`src/rtl/pipe_int_mul_resp_pkg.sv`:
```
// Shared definitions for the integer multiplier and its response buffer.
// Holds the default product width, the default buffer depth, the derived
// pointer width, and a helper for computing pointer widths from a depth.
package pipe_int_mul_resp_pkg;

  localparam int unsigned MUL_WIDTH = 64;
  localparam int unsigned MUL_DEPTH = 4;
  localparam int unsigned MUL_PTR_W = $clog2(MUL_DEPTH);

  // Index width for a power-of-two buffer of the given depth. The FIFO adds
  // one extra wrap bit on top of this value.
  function automatic int unsigned ptr_w(input int unsigned depth);
    return $clog2(depth);
  endfunction

endpackage

```
`src/rtl/pipe_int_mul_resp_fifo.sv`:
```
// Response FIFO for the multiplier: storage, read/write pointers, full/empty.
// Ports:
//   clk, reset      - clock, synchronous active-high reset
//   wr_en, wr_data  - push request and data (dropped when full without a pop)
//   rd_en           - pop request (ignored when empty)
//   rd_data         - oldest entry (don't-care when empty)
//   full, empty     - occupancy flags
module pipe_int_mul_resp_fifo
  import pipe_int_mul_resp_pkg::*;
#(
  parameter int unsigned WIDTH = MUL_WIDTH,
  parameter int unsigned DEPTH = MUL_DEPTH
) (
  input  logic             clk,
  input  logic             reset,
  input  logic             wr_en,
  input  logic [WIDTH-1:0] wr_data,
  input  logic             rd_en,
  output logic [WIDTH-1:0] rd_data,
  output logic             full,
  output logic             empty
);

  localparam int unsigned PW = ptr_w(DEPTH);

  // Pointers carry one wrap bit above the index so full and empty can be
  // told apart when the index bits match.
  logic [PW:0]      wr_ptr_q, wr_ptr_d;
  logic [PW:0]      rd_ptr_q, rd_ptr_d;
  logic [WIDTH-1:0] mem_q [DEPTH];
  logic             do_rd, do_wr;

  assign empty = (wr_ptr_q == rd_ptr_q);
  assign full  = (wr_ptr_q[PW] != rd_ptr_q[PW]) &&
                 (wr_ptr_q[PW-1:0] == rd_ptr_q[PW-1:0]);

  // A pop in the same cycle frees the slot, so a write into a full FIFO
  // still lands.
  assign do_rd = rd_en && !empty;
  assign do_wr = wr_en && (!full || do_rd);

  assign rd_data = mem_q[rd_ptr_q[PW-1:0]];

  always_comb begin
    wr_ptr_d = wr_ptr_q;
    rd_ptr_d = rd_ptr_q;
    if (do_wr) wr_ptr_d = wr_ptr_q + (PW+1)'(1);
    if (do_rd) rd_ptr_d = rd_ptr_q + (PW+1)'(1);
  end

  // NOTE: state registers use non-blocking assignments so every flop samples
  // the pre-edge values regardless of block evaluation order.
  always_ff @(posedge clk) begin
    if (reset) begin
      wr_ptr_q <= '0;
      rd_ptr_q <= '0;
    end else begin
      wr_ptr_q <= wr_ptr_d;
      rd_ptr_q <= rd_ptr_d;
    end
  end

  // NOTE: storage has no reset; the pointers alone define which entries are
  // valid, and leaving the array unreset lets it map onto plain RAM.
  always_ff @(posedge clk) begin
    if (do_wr) mem_q[wr_ptr_q[PW-1:0]] <= wr_data;
  end

endmodule

```
`src/rtl/pipe_int_mul_resp.sv`:
```
// Response-side flow control for the pipelined integer multiplier.
// Hands out credits to the issuer so that every accepted operand pair is
// guaranteed a buffer slot, buffers committed products in order, and flags
// protocol violations in a sticky overflow bit.
// Ports:
//   clk, reset          - clock, synchronous active-high reset
//   issue               - multiplier accepted an operand pair (claims a credit)
//   commit, result      - multiplier produced a product this cycle
//   issue_ok            - a credit is free
//   resp_val, resp_rdy  - response handshake
//   resp_data           - oldest buffered product
//   overflow            - sticky: issue without credit or commit into full FIFO
module pipe_int_mul_resp
  import pipe_int_mul_resp_pkg::*;
#(
  parameter int unsigned WIDTH = MUL_WIDTH,
  parameter int unsigned DEPTH = MUL_DEPTH
) (
  input  logic             clk,
  input  logic             reset,
  input  logic             issue,
  input  logic             commit,
  input  logic [WIDTH-1:0] result,
  output logic             issue_ok,
  output logic             resp_val,
  input  logic             resp_rdy,
  output logic [WIDTH-1:0] resp_data,
  output logic             overflow
);

  localparam int unsigned    CW       = $clog2(DEPTH + 1);
  localparam logic [CW-1:0]  CRED_MAX = CW'(DEPTH);

  logic [CW-1:0] credits_q, credits_d;
  logic          overflow_q, overflow_d;
  logic          fifo_full, fifo_empty;
  logic          dequeue, issue_take;

  pipe_int_mul_resp_fifo #(
    .WIDTH (WIDTH),
    .DEPTH (DEPTH)
  ) u_fifo (
    .clk     (clk),
    .reset   (reset),
    .wr_en   (commit),
    .wr_data (result),
    .rd_en   (dequeue),
    .rd_data (resp_data),
    .full    (fifo_full),
    .empty   (fifo_empty)
  );

  assign resp_val   = !fifo_empty;
  assign dequeue    = resp_val && resp_rdy;
  assign issue_ok   = (credits_q != '0);
  assign issue_take = issue && issue_ok;
  assign overflow   = overflow_q;

  // NOTE: every variable assigned here gets a default first, so no path can
  // leave it unassigned and infer a latch.
  always_comb begin
    credits_d = credits_q;
    unique case ({issue_take, dequeue})
      2'b10:   credits_d = credits_q - CW'(1);
      2'b01:   credits_d = credits_q + CW'(1);
      default: credits_d = credits_q;
    endcase

    overflow_d = overflow_q
               | (issue && !issue_ok)
               | (commit && fifo_full && !dequeue);
  end

  always_ff @(posedge clk) begin
    if (reset) begin
      credits_q  <= CRED_MAX;
      overflow_q <= 1'b0;
    end else begin
      credits_q  <= credits_d;
      overflow_q <= overflow_d;
    end
  end

endmodule

```
`config.mk`:
```
export PLATFORM = sky130hd
export DESIGN_NAME = pipe_int_mul_resp
export DESIGN_NICKNAME = d
export VERILOG_FILES = /design/src/rtl/pipe_int_mul_resp_pkg.sv /design/src/rtl/pipe_int_mul_resp_fifo.sv /design/src/rtl/pipe_int_mul_resp.sv
export SDC_FILE = /design/constraint.sdc
export NUM_CORES = 1
export LEC_CHECK = 0
export CAP_MARGIN = 20
export CORE_MARGIN = 8
export CORE_UTILIZATION = 67
export CTS_BUF_LIST = sky130_fd_sc_hd__clkbuf_16
export CTS_CLUSTER_DIAMETER = 100
export DETAILED_ROUTE_END_ITERATION = 16
export DONT_BUFFER_PORTS = 1
export GPL_TIMING_DRIVEN = 0
export PLACE_DENSITY = 0.92
export SKIP_CTS_REPAIR_TIMING = 1
export SLEW_MARGIN = 10
export SYNTH_ARGS = -nofsm -noshare
export SYNTH_HDL_FRONTEND = slang
export SYNTH_HIERARCHICAL = 1
export SYNTH_SLANG_ARGS = --single-unit
```
`constraint.sdc`:
```
create_clock -name clk -period 6 [get_ports clk]
set_clock_uncertainty 0.05 [all_clocks]
set_input_delay 0.9 -clock clk [delete_from_list [all_inputs] [get_ports clk]]
set_output_delay 0.9 -clock clk [all_outputs]
set_load 0.005 [all_outputs]
```
* Word-level counts from Yosys, hierarchy flattened
Memory sizes are Yosys's and may differ from the RTL's. A register that Yosys moved wholly into a read port is not among the register bits. Index checks and enable logic that the tools add are counted.
Operators by class: bitwise gates (word level) 2, equal/unequal tests 5, add/sub/neg operators 4, reductions and logical operators 15, mux-type cells 5
Operator list (count):
- adder 3 x 1 -> 3 bit (second input constant) | 3
- logical AND 1 bit | 8
- case mux 3 bit (2 select lines) | 1
- logical NOT 1 bit | 4
- 2-to-1 mux 2 bit | 2
- == test 3 bit | 1
- nonzero test 3 bit | 1
- subtractor 3 x 1 -> 3 bit (second input constant) | 1
- == test 2 x 1 -> 1 bit (second input constant) | 1
- == test 2 bit | 1
- == test 2 bit (second input constant) | 1
- 2-to-1 mux 1 bit | 2
- bitwise OR 1 bit | 2
- nonzero test 2 bit | 1
- logical OR 1 bit | 1
- inequality test 1 bit | 1
Word-level totals: memories kept 1, register bits after elaboration 10, bits in writable memories 256, output and inout port bits 67, bits of input ports 69, logic and storage cells 36
Memory list:
- u_fifo.mem_q | depth 4, bits a word 64, rd ports 1, clocked after Yosys merged registers in 1, write ports 1, RTL line pipe_int_mul_resp_fifo.sv:30 | logic [WIDTH-1:0] mem_q [DEPTH];

* Logic depth before layout (Yosys ltp)
depth in word-level cells 8, depth in mapped cells 11, depth with buffers taken out 11

* Cells and area by module
The synthesis kept the hierarchy.
By module, submodules not included:
- pipe_int_mul_resp_fifo | cells each 389, seq. area each 7847.5 um2, instances 1, area each 9755.6 um2
- pipe_int_mul_resp | cells each 24, seq. area each 80.1 um2, instances 1, area each 211.5 um2

* Least setup slack after synthesis
Ideal clock, no wire load.
path type input port to flip-flop, start input port resp_rdy, end register u_fifo.wr_ptr_q[2], path buffers 0, setup slack 2.424 ns, stages 5, setup time 0.130 ns, arrival 3.396 ns, required time 5.820 ns, cells stage by stage nand2b_1 inv_1 inv_1 a41oi_2 mux2_1
On the way: longest elaborated chain between the ends 4
Ends and longest elaborated chain:
- from (decl) | RTL line pipe_int_mul_resp.sv:26 | input logic resp_rdy,
- logical AND 1 bit | RTL line pipe_int_mul_resp.sv:54 | assign dequeue = resp_val && resp_rdy;
- via dequeue | RTL line pipe_int_mul_resp.sv:37 | logic dequeue, issue_take;
- logical AND 1 bit | RTL line pipe_int_mul_resp_fifo.sv:39 | assign do_rd = rd_en && !empty;
- logical OR 1 bit | RTL line pipe_int_mul_resp_fifo.sv:40 | assign do_wr = wr_en && (!full || do_rd);
- logical AND 1 bit | RTL line pipe_int_mul_resp_fifo.sv:40
- to (signal assigned) | RTL line pipe_int_mul_resp_fifo.sv:58 | wr_ptr_q <= wr_ptr_d;
- to (decl) | RTL line pipe_int_mul_resp_fifo.sv:28 | logic [PW:0] wr_ptr_q, wr_ptr_d;
The timed path passes the listed nets, and every way through them passes these cells. A chain may end at the register's enable or synchronous reset.

==> results.md <==
- Clock Sinks: 268
- Main synth FF type: edfxtp_1
- Setup Viol. Count Final: 0
- FF-to-FF path depth: 9
- Synth Register Bits: ~270
- Average cell area after synthesis: around 24 um^2
- Fin nets: ~520
- Global route overflow: 0
- Total GRT Usage: a little under a fifth
- EDFF count, synth: 256
- MaxCap Viol Count: 0
- Num rows: between 40 and 50
- Vias in the first global route: 4400
- Die area: roughly 19000 um^2
- DR vias/cell: about 6.3
- DR WL/cell: approximately 27 um
- Area growth from synthesis to layout: 11.0%
- Critical path arrival: 2.20 ns
- Clock buffer count from CTS: 25
- Worst setup SP type: register
- TritonCTS clock tree: yes
- Synthesized Nets: a little under 500
- Initial DRC Count: 341
- Max_slew headroom: 45.8%
- Worst Setup End Kind: primary output
- Die Ht: around 140 um
- Antenna Violating Nets Remaining: 0
- Ports: ~140
- CP max stage delay: approximately 0.59 ns
- Initial antenna violation count: 0
- Slew Limit Fails: 0
- Hold Path Class: in -> reg
- Non-filler instance count after layout: 647
- Final WL: around 17000 um
- Setup TNS: 0 ns
- Port buffer count: 0
- Post-synth ARST share: 0%
- Initial core utilization: 68.6%
- Insertion delay to the later sink of the worst-skew pair: approximately 0.5 ns
- Final hold viol count: 0
- CTS Buffer Depth: 3
- Via count: slightly above 4000
- CP Class: reg -> out
- Synthesized area: between 9000 and 10000 um^2
- DR pass1 iterations: 4
- Footprint of the multi-input gates: about 2000 um^2
- DIE WIDTH: roughly 140 um
- Post-DP HPWL: 11300 um
- Maximum vdd drop: roughly 300 uV
- Power per cell area: about 350 nW/um^2
- Root buf cell: clkbuf_16
- Outcome: finished, final reports clean
- Core region area: 14500 um^2
- Final Power: ~3900 uW
- Mapped Cells: between 400 and 500
- Inst Count DP: about 600
- Depth of the worst hold-timing path: 1
- Residual DRC count: 0
- CP required: roughly 5.1 ns
- Worst slew pin tran: about 0.81 ns
- Layout cells sized above 1: 25.7%
- N_diodes: 0
- RD Place Congestion: ~0.75
- Fin crit period: 3.15 ns
- Sequential Area: between 7000 and 8000 um^2
- Fillers: 757
- H-tree depth: 1
- Largest net degree at the start of global routing: 37
- CP max-delay cell: buf_1
- Unrepaired setup endpoints after global routing: no
- Maximum fanout along the worst path: 10
- First-pass GRT wire length: about 26000 um
- Synth unique cells: 34
- Fin crit share: approximately 53%
- Post-synthesis sequential area ratio: between 70% and 80%
- Crit path cell chain: clkbuf_2 > buf_1 > mux4_2
- Final hold slack: approximately 0.41 ns
- P_leak: roughly 0.0035 uW
- Worst-path clk slew: about 0.06 ns
- Yosys warning count: 6
- Fmax: approximately 0.32 GHz
==> placed cells by master, fill, tap and decap left out, types with 2 or more instances in the layout <==
master and count:
buf_4 6, mux4_2 64, ha_1 6, clkinv_2 6
buf_1 6, nand2_1 4, and2_4 3, mux2_1 3
xor2_1 2, nor2_1 8, buf_12 3, buf_16 3
nor2b_1 3, nor3_1 2, dfxtp_1 12, inv_1 18
clkinv_1 4, mux2i_1 3, nand2b_1 5, a31oi_1 2
edfxtp_1 256, clkbuf_16 25, xnor2_2 2
==> kinds of logic (layout without fill, tap and decap cells) <==
logic type / count (synthesis) / count (layout) / share of synthesized area, %
buf+inv: 24 / 74 / 1.15
mux: 71 / 71 / 15.3
fa+ha+maj: 7 / 7 / 0.954
compound gates: 8 / 8 / 0.766
simple gates: 29 / 29 / 1.58
xor+xnor: 6 / 6 / 0.753
flops: 268 / 268 / 79.5
==> cell usage after synthesis, drive strengths merged (3+ instances only) <==
master  instances  area [um^2]
a31oi           3         25.0
and2            3         18.8
buf            13         72.6
dfxtp          12          240
edfxtp        256         7690
ha              6         75.1
inv             9         33.8
mux2            4         48.8
mux2i           3         30.0
mux4           64         1440
nand2           4         15.0
nand2b          5         31.3
nor2            8         30.0
nor2b           3         18.8
xnor2           3         41.3
xor2            3         33.8
==> cell type report <==
cell class              count  area share (%)
plain buffers              15           0.735
clock buffers              25            5.65
clock inverters            19           0.713
inverters                   9           0.305
multi-input cells         121            17.6
flip-flops and latches    268            71.7
well taps                 184            2.08
repair buffers              6            1.29
==> sequential cells by signal, summed over array words and instances (netlist names), named ones only <==
name,count
u_fifo/rd_ptr_q,3
u_fifo/wr_ptr_q,3
credits_q,3
overflow,1
u_fifo/mem_q,256
==> metal layers <==
layer	vias to the layer above	global-route usage [%]	wire (um)
met4	0	4.60	286
met5	-	0	0
met2	123	31.7	9290
li1	1794	-	-
met3	23	5.54	1400
met1	2166	23.2	6490
==> power breakdown <==
part,internal (uW),switching [uW],total [uW]
clock,749,607,1360
combinational,160,191,351
sequential,2170,35.6,2200
==> per-stage QoR <==
stage / worst slack [ns] / utilization [%] / cell area [um^2]
after detailed placement: 3.12 / 71.3 / 10400
after CTS: 2.82 / 76.1 / 11100
after global routing: 2.77 / 76.1 / 11100
final: 2.85 / 76.1 / 11100
after floorplan: 2.42 / - / 9970
after global placement: 1.17 / 70.2 / 10200
==> critical path: cells and delay by family (launching register included) <==
| kind | cells | cell delay, ns |
|---|---|---|
| buffers and inverters | 2 | 0.90 |
| DFF | 1 | 0.32 |
| muxes | 1 | 0.48 |
==> worst paths after layout <==
check / start / endpoint / slack [ns]
worst max-delay path: register / resp_data[12] / 2.85
worst max register to register: u_fifo/wr_ptr_q[1] / u_fifo/mem_q[2][0] / 3.07
worst min-delay path: reset / overflow / 0.41
worst min register to register: u_fifo/rd_ptr_q[1] / u_fifo/rd_ptr_q[1] / 0.51
No activity file was read; power rests on OpenSTA's default activity.
